File: src/rtl/smvm_result_collector.sv
// Rebuilds 28-bit signed SMVM row results from high/low half-words, tags them with
// their row index and buffers them in a FIFO for a valid/ready host port.
module smvm_result_collector #(
    parameter int unsigned DEPTH = 8,
    parameter int unsigned AW    = 3,
    parameter int unsigned HW    = 14,
    parameter int unsigned DW    = 28,
    parameter int unsigned RW    = 8
) (
    input  logic          clk,
    input  logic          rst_n,
    input  logic          start,
    input  logic [RW-1:0] rows_total,
    input  logic          in_valid,
    input  logic [HW-1:0] in_data,
    output logic          out_valid,
    input  logic          out_ready,
    output logic [DW-1:0] out_data,
    output logic [RW-1:0] out_row,
    output logic          out_last,
    output logic          busy,
    output logic          done,
    output logic          overflow,
    output logic          proto_err
);

    typedef enum logic [1:0] {StIdle, StCollect, StDrain, StDone} state_e;

    localparam int unsigned EW = DW + RW + 1;

    state_e        state_q, state_d;
    logic [RW-1:0] rows_total_q, rows_total_d;
    logic [RW-1:0] row_cnt_q, row_cnt_d;
    logic [RW-1:0] row_cnt_inc;
    logic          phase_q, phase_d;  // 0: expecting high half, 1: expecting low half
    logic [HW-1:0] hi_q, hi_d;
    logic          overflow_q, overflow_d;
    logic          proto_err_q, proto_err_d;

    logic [AW:0]   wptr_q, wptr_d;
    logic [AW:0]   rptr_q, rptr_d;
    logic [EW-1:0] mem_q [DEPTH];
    logic [EW-1:0] head;
    logic          empty, full, pop, push_req, push, row_last;

    assign empty    = (wptr_q == rptr_q);
    assign full     = (wptr_q[AW] != rptr_q[AW]) && (wptr_q[AW-1:0] == rptr_q[AW-1:0]);
    assign pop      = !empty && out_ready;
    assign push_req = (state_q == StCollect) && in_valid && phase_q;
    // A full FIFO still accepts the push when the head leaves on the same edge.
    assign push     = push_req && (!full || pop);

    assign row_cnt_inc = row_cnt_q + RW'(1);
    assign row_last    = (row_cnt_q == rows_total_q - RW'(1));

    assign wptr_d = wptr_q + {{AW{1'b0}}, push};
    assign rptr_d = rptr_q + {{AW{1'b0}}, pop};

    always_comb begin
        state_d      = state_q;
        rows_total_d = rows_total_q;
        row_cnt_d    = row_cnt_q;
        phase_d      = phase_q;
        hi_d         = hi_q;
        overflow_d   = overflow_q;
        proto_err_d  = proto_err_q;

        case (state_q)
            StIdle: begin
                if (start) begin
                    rows_total_d = rows_total;
                    row_cnt_d    = '0;
                    phase_d      = 1'b0;
                    overflow_d   = 1'b0;
                    proto_err_d  = 1'b0;
                    state_d      = (rows_total == '0) ? StDone : StCollect;
                end
            end
            StCollect: begin
                if (in_valid) begin
                    if (!phase_q) begin
                        hi_d    = in_data;
                        phase_d = 1'b1;
                    end else begin
                        phase_d   = 1'b0;
                        row_cnt_d = row_cnt_inc;
                        if (!push) begin
                            overflow_d = 1'b1;
                        end
                        if (row_cnt_inc == rows_total_q) begin
                            state_d = StDrain;
                        end
                    end
                end
            end
            StDrain: begin
                if (empty) begin
                    state_d = StDone;
                end
            end
            StDone: begin
                state_d = StIdle;
            end
            default: begin
                state_d = StIdle;
            end
        endcase

        // Stray half-words are flagged even if they coincide with a start.
        if (in_valid && (state_q != StCollect)) begin
            proto_err_d = 1'b1;
        end
    end

    always_ff @(posedge clk or negedge rst_n) begin
        if (!rst_n) begin
            state_q      <= StIdle;
            rows_total_q <= '0;
            row_cnt_q    <= '0;
            phase_q      <= 1'b0;
            hi_q         <= '0;
            overflow_q   <= 1'b0;
            proto_err_q  <= 1'b0;
            wptr_q       <= '0;
            rptr_q       <= '0;
        end else begin
            state_q      <= state_d;
            rows_total_q <= rows_total_d;
            row_cnt_q    <= row_cnt_d;
            phase_q      <= phase_d;
            hi_q         <= hi_d;
            overflow_q   <= overflow_d;
            proto_err_q  <= proto_err_d;
            wptr_q       <= wptr_d;
            rptr_q       <= rptr_d;
        end
    end

    always_ff @(posedge clk) begin
        if (push) begin
            mem_q[wptr_q[AW-1:0]] <= {row_last, row_cnt_q, hi_q, in_data};
        end
    end

    assign head = mem_q[rptr_q[AW-1:0]];

    // Head fields are masked while empty so stale or uninitialised entries never show.
    assign out_valid = !empty;
    assign out_data  = out_valid ? head[DW-1:0] : '0;
    assign out_row   = out_valid ? head[DW+RW-1:DW] : '0;
    assign out_last  = out_valid && head[EW-1];
    assign busy      = (state_q == StCollect) || (state_q == StDrain);
    assign done      = (state_q == StDone);
    assign overflow  = overflow_q;
    assign proto_err = proto_err_q;

endmodule
File: config.mk
export PLATFORM = sky130hd
export DESIGN_NAME = smvm_result_collector
export DESIGN_NICKNAME = d
export VERILOG_FILES = /design/src/rtl/smvm_result_collector.sv
export SDC_FILE = /design/constraint.sdc
export NUM_CORES = 1
export LEC_CHECK = 0
export ABC_AREA = 1
export ABC_CLOCK_PERIOD_IN_PS = 4700
export CAP_MARGIN = 20
export CORE_MARGIN = 3
export CORE_UTILIZATION = 45
export DETAILED_ROUTE_END_ITERATION = 10
export HOLD_SLACK_MARGIN = 0.1
export PLACE_DENSITY = 0.62
export SETUP_SLACK_MARGIN = 0.15
export SYNTH_ARGS = -nofsm -noshare
export SYNTH_HDL_FRONTEND = slang
export SYNTH_SLANG_ARGS = --single-unit
File: constraint.sdc
create_clock -name clk -period 4.7 [get_ports clk]
set_input_delay 0.705 -clock clk [delete_from_list [all_inputs] [get_ports clk]]
set_output_delay 0.705 -clock clk [all_outputs]
set_load 0.005 [all_outputs]
==> results of run 1 <==
==> cells in the mapped netlist, types with 8 or more instances <==
cell type | number | area [um^2]
a31oi_1 | 37 | 231.5
nand2_1 | 62 | 232.7
xnor2_1 | 8 | 70.07
buf_2 | 19 | 95.09
nand3_1 | 20 | 100.1
xor2_1 | 14 | 122.6
clkbuf_1 | 29 | 108.9
mux2_2 | 14 | 157.7
nor2_1 | 249 | 934.7
inv_1 | 33 | 123.9
o21ai_1 | 18 | 90.09
ha_1 | 10 | 125.1
edfxtp_1 | 296 | 8889
dfrtp_1 | 43 | 1076
o21ai_0 | 176 | 880.8
o22ai_1 | 43 | 269.0
==> flip-flops by register name, indices dropped and copies added, names as in the netlist <==
signal        cells
rows_total_q      8
wptr_q            4
proto_err         1
overflow          1
row_cnt_q         8
hi_q             14
rptr_q            4
mem_q           296
state_q           2
phase_q           1
==> path summary, 6_finish.rpt <==
kind | from | endpoint | slack (ns) | cells past startpoint
setup / recovery | rptr_q[0] | out_data[18] | 0.67 | 7
setup reg to reg | state_q[1] | mem_q[7][19] | 1.78 | 9
hold reg to reg | rptr_q[3] | rptr_q[3] | 0.49 | 1
hold / removal | rst_n | state_q[0] | 0.29 | 2
max in group asynchronous | rst_n | rptr_q[0] | 3.96 | 2
min in group clk | rptr_q[3] | rptr_q[3] | 0.49 | 1
==> logic make-up (layout without fill, tap and decap cells) <==
family | after synthesis | count (layout) | share of synthesized area, %
AND/OR/NAND/NOR | 342 | 342 | 9.671
flip-flops | 339 | 339 | 72.12
AO/OA/AOI/OAI | 283 | 283 | 11.16
buffers and inverters | 101 | 191 | 3.613
XOR/XNOR | 22 | 22 | 1.395
multiplexers | 14 | 14 | 1.141
adder cells (fa/ha/maj) | 10 | 10 | 0.9056
==> power breakdown <==
group / leakage [nW] / switching (mW) / total, mW / internal, mW
Sequential: 3.22 / 0.351 / 4.06 / 3.71
Combinational: 1.75 / 2.09 / 3.65 / 1.56
Clock: 0.525 / 1.10 / 2.61 / 1.50
==> routing by layer <==
layer	track usage, %	vias up
met5	0	-
met4	4.540	0
met3	3.221	44
met2	31.00	231
met1	25.84	4249
li1	-	4141
==> final cells by class <==
cell class | instances | area [um^2] | share of cell area (%)
clock buffers | 47 | 963.4 | 6.034
clock inverters | 16 | 113.9 | 0.7131
inverters | 36 | 137.6 | 0.8620
multi-input cells | 671 | 3413 | 21.38
flip-flops and latches | 339 | 9970 | 62.44
well taps | 390 | 488.0 | 3.056
repair buffers | 92 | 880.8 | 5.517
==> metrics by stage <==
stage	utilization (%)	hold slack, ns	area (um^2)	std cells	worst slack [ns]
floorplan	-	0.4094	13820	1111	1.324
global placement	49.71	0.4813	14890	1528	1.240
detailed placement	49.71	0.4834	14890	1528	1.217
CTS	53.30	0.3020	15970	1591	0.6637
global route	53.30	0.3195	15970	1591	0.4411
finish	53.30	0.2887	15970	1591	0.6674
==> worst max-delay path, cell delays in order (launching register included) <==
cell	delay, ns
dfrtp_4	0.66
inv_4	0.37
buf_4	0.54
o21ai_0	0.15
o22ai_1	0.13
o21ai_1	0.07
a31oi_1	0.28
clkdlybuf4s50_1	0.56
==> flow_summary.json, run 1 <==
{
  "synth_edf_count": 296,
  "yosys_warnings": 0,
  "timing_worst_slew_pin_value_ns": 0.9586,
  "post_cts_buffers": 0,
  "antenna_found_initial": 0,
  "rsz0062_at_grt": "no",
  "track_usage_pct": 18.65,
  "route.met3.wl_um": 1766,
  "wl_per_cell_um": 19.33,
  "critPathMaxFanout": 60,
  "end_kind": "primary output",
  "min_period_ns": 4.033,
  "cap_violations": 0,
  "critical_path_class": "flop to primary output",
  "p_total_mw": 10.32,
  "pin_count": 69,
  "ys_types": 33,
  "mostFrequentLayoutCell": "edfxtp_1",
  "fin_crit_sh_pct": 85.80,
  "p_leak_nw": 5.500,
  "ctsResizeCount": 0,
  "cts_root_buffer": "clkbuf_16",
  "mostFrequentLayoutCells": "edfxtp_1, nor2_1, o21ai_0",
  "top_layer": "met4",
  "setup_viol": 0,
  "setup_tns_ns": 0,
  "clock_skew_ns": 0.01342,
  "start_util_pct": 46.13,
  "grt-ovfl-total": 0,
  "drive_above_1_share_pct": 9.326,
  "syn_to_final_growth_pct": 15.56,
  "cp.arrival_ns": 3.33,
  "hp-class": "primary input to async pin",
  "ant_nets": 0,
  "maxSlewViolCount": 0,
  "wl_um": 30750,
  "die_w_um": 181.2,
  "ys_ff_latch": 339,
  "cts_sinks": 339,
  "grt_max_degree": 75,
  "nNetsFinal": 1213,
  "hpwl_um": 16980,
  "peakVddDrop_uv": 353.2,
  "wl_met1_um": 13310,
  "fillers": 2544,
  "htreeDepth": 2,
  "async_flop_share_pct": 12.68,
  "synth_area_um2": 13820,
  "dieArea_um2": 32840,
  "coreArea_um2": 29950,
  "hold_violations": 0,
  "insertedDiodeCount": 0,
  "routed-wl-met2_um": 15150,
  "worstSetupStartpointType": "flop",
  "routed-via-count": 8665,
  "clkTransAtPathRegs_ns": 0.06,
  "clk_latency_ns": 0.50,
  "clockBufferDepth": 3,
  "syn_inst": 1111,
  "io_buffers": 68,
  "synth-seq-area-share_pct": 72.12,
  "drtIter0Drc": 581,
  "cts_buffers": 36,
  "cts_hold_buf": 0,
  "power_density_nw_per_um2": 646.3,
  "fp-row-count": 63,
  "slew_headroom_pct": 36.09,
  "die_y_um": 181.2,
  "cts_tree": "built",
  "route.detailed.drc": 0,
  "via_per_inst": 5.446,
  "grt_pass1_wl_um": 48060,
  "timing.fmax_ghz": 0.2480,
  "cp.required_ns": 3.99,
  "status": "finished, final reports clean",
  "globalplace.congestion": 0.8262,
  "syn-num-nets": 1148,
  "ys.flop_type": "edfxtp_1",
  "syn_area_per_cell_um2": 12.44,
  "dr.pass1.iters": 5,
  "grt_pass1_vias": 8581
}
(Power assumes the default switching activity.)
==> inputs of run 2 (changes only) <==
CORE_MARGIN = 2   (was 3)
SETUP_SLACK_MARGIN = 0.5   (was 0.15)
==> run 2 against run 1 <==
Net effect: hold slack gained 0.20 ns; count of clock-buffer cells in the layout grew 4; sequential cell count is the same; utilization shrank 0.72 points; die area shrank 2.2%; clock skew shrank 0.0059 ns; non-clock buffer count shrank 3; global-route usage grew 1.1 points; final cell count grew 0.25%; sequential power is essentially flat; wire length grew 0.15%; clock power is essentially flat; largest cell class unchanged.
==> flow_summary.json, run 2 (same netlist as run 1, synthesis figures left out) <==
{
  "post_cts_buffers": 0,
  "grt_pass1_wl_um": 47910,
  "timing_worst_slew_pin_value_ns": 0.9142,
  "peakVddDrop_uv": 381.9,
  "maxSlewViolCount": 0,
  "critPathMaxFanout": 24,
  "ant_nets": 0,
  "end_kind": "primary output",
  "critPathMaxStageDelay_ns": 0.62,
  "p_leak_nw": 5.500,
  "power_density_nw_per_um2": 645.5,
  "drive_above_1_share_pct": 8.590,
  "antenna_found_initial": 0,
  "hp-class": "flop to flop",
  "pin_count": 69,
  "largest_register_ffs": 296,
  "clockBufferDepth": 3,
  "route.detailed.drc": 0,
  "worstSetupStartpointType": "flop",
  "path_cells": "xor2_1, nor2_1, nand2_2, nor2_2, inv_2, buf_4, o21ai_1, a31oi_1, clkdlybuf4s50_1",
  "reg2reg_slack_ns": 1.93,
  "nNetsFinal": 1210,
  "cp_num_buf_inv": 3,
  "cp.required_ns": 3.99,
  "critPathTopFamily": "buffers and inverters",
  "htreeDepth": 2,
  "hold_violations": 0,
  "dr.pass1.iters": 5,
  "slew_headroom_pct": 39.05,
  "setup_ws_ns": 0.8234,
  "setup_tns_ns": 0,
  "globalplace.congestion": 0.8127,
  "dieArea_um2": 32120,
  "cp_slowest_cell": "dfrtp_4",
  "cts_tree": "built",
  "clk_latency_ns": 0.50,
  "min_period_ns": 3.877,
  "fin_crit_sh_pct": 82.48,
  "start_util_pct": 45.41,
  "coreArea_um2": 30430,
  "critical_path_class": "flop to primary output",
  "cap_violations": 0,
  "drtIter0Drc": 737,
  "die_w_um": 179.2,
  "io_buffers": 68,
  "cts_sinks": 339,
  "fp-row-count": 64,
  "wl_per_cell_um": 19.31,
  "clkTransAtPathRegs_ns": 0.06,
  "syn_to_final_growth_pct": 15.81,
  "via_per_inst": 5.447,
  "grt_pass1_vias": 8413,
  "track_usage_pct": 19.71,
  "setup_viol": 0,
  "grt-ovfl-total": 0,
  "place_ws_ns": 1.363,
  "routed-via-count": 8688,
  "insertedDiodeCount": 0,
  "cp.arrival_ns": 3.17,
  "mostFrequentLayoutCells": "edfxtp_1, nor2_1, o21ai_0",
  "status": "finished, final reports clean",
  "fillers": 2552,
  "hpwl_um": 16570,
  "mostFrequentLayoutCell": "edfxtp_1",
  "wl_um": 30800,
  "grt_max_degree": 129,
  "die_y_um": 179.2,
  "cts_root_buffer": "clkbuf_16",
  "clock_skew_ns": 0.007522,
  "rsz0062_at_grt": "no",
  "timing.fmax_ghz": 0.2580,
  "cts_buffers": 36
}
run 2: metrics by stage:
step	hold WS [ns]	instance area (um^2)	std cells	util (%)	power, mW
finish	0.4877	16000	1595	52.59	10.33
global route	0.5237	16000	1595	52.59	10.98
CTS	0.4089	15970	1593	52.49	10.43
detailed placement	0.4818	14900	1529	48.96	7.827
global placement	0.4815	14900	1529	48.96	7.791
floorplan	0.4094	13820	1111	-	6.254
run 2: report_power, final:
part	switching [mW]	internal, mW
combinational	2.10	1.58
sequential	0.338	3.71
clock	1.08	1.52
run 2: final timing paths:
kind                             from           end  cells past startpoint
hold reg to reg             wptr_q[3]     wptr_q[3]                      1
setup / recovery            rptr_q[0]    out_row[5]                      9
hold / removal              wptr_q[3]     wptr_q[3]                      1
max in group asynchronous       rst_n     rptr_q[0]                      3
setup reg to reg           state_q[1]  mem_q[3][20]                      9
min in group asynchronous       rst_n    state_q[1]                      2
run 2: layout make-up:
class | count | area, um^2 | share of cell area, %
Clock inverter | 13 | 86.33 | 0.5395
Timing Repair Buffer | 89 | 910.9 | 5.692
Inverter | 36 | 137.6 | 0.8601
Sequential cell | 339 | 9970 | 62.30
Tap cell | 396 | 495.5 | 3.096
Clock buffer | 51 | 988.4 | 6.177
Multi-Input combinational cell | 671 | 3413 | 21.33
run 2: layer usage:
metal,GRT usage [%],vias to the layer above,wire length [um],share of wire (%)
li1,-,4129,-,-
met1,27.47,4304,13710,45
met2,32.80,221,15030,49
met3,2.799,34,1562,5.1
met4,4.906,0,488,1.6
met5,0,-,0,0
run 2: what timing repair did:
item	in CTS	in global routing
hold endpoints to repair	0	7
gates resized for setup	0	0
hold buffers	0	1
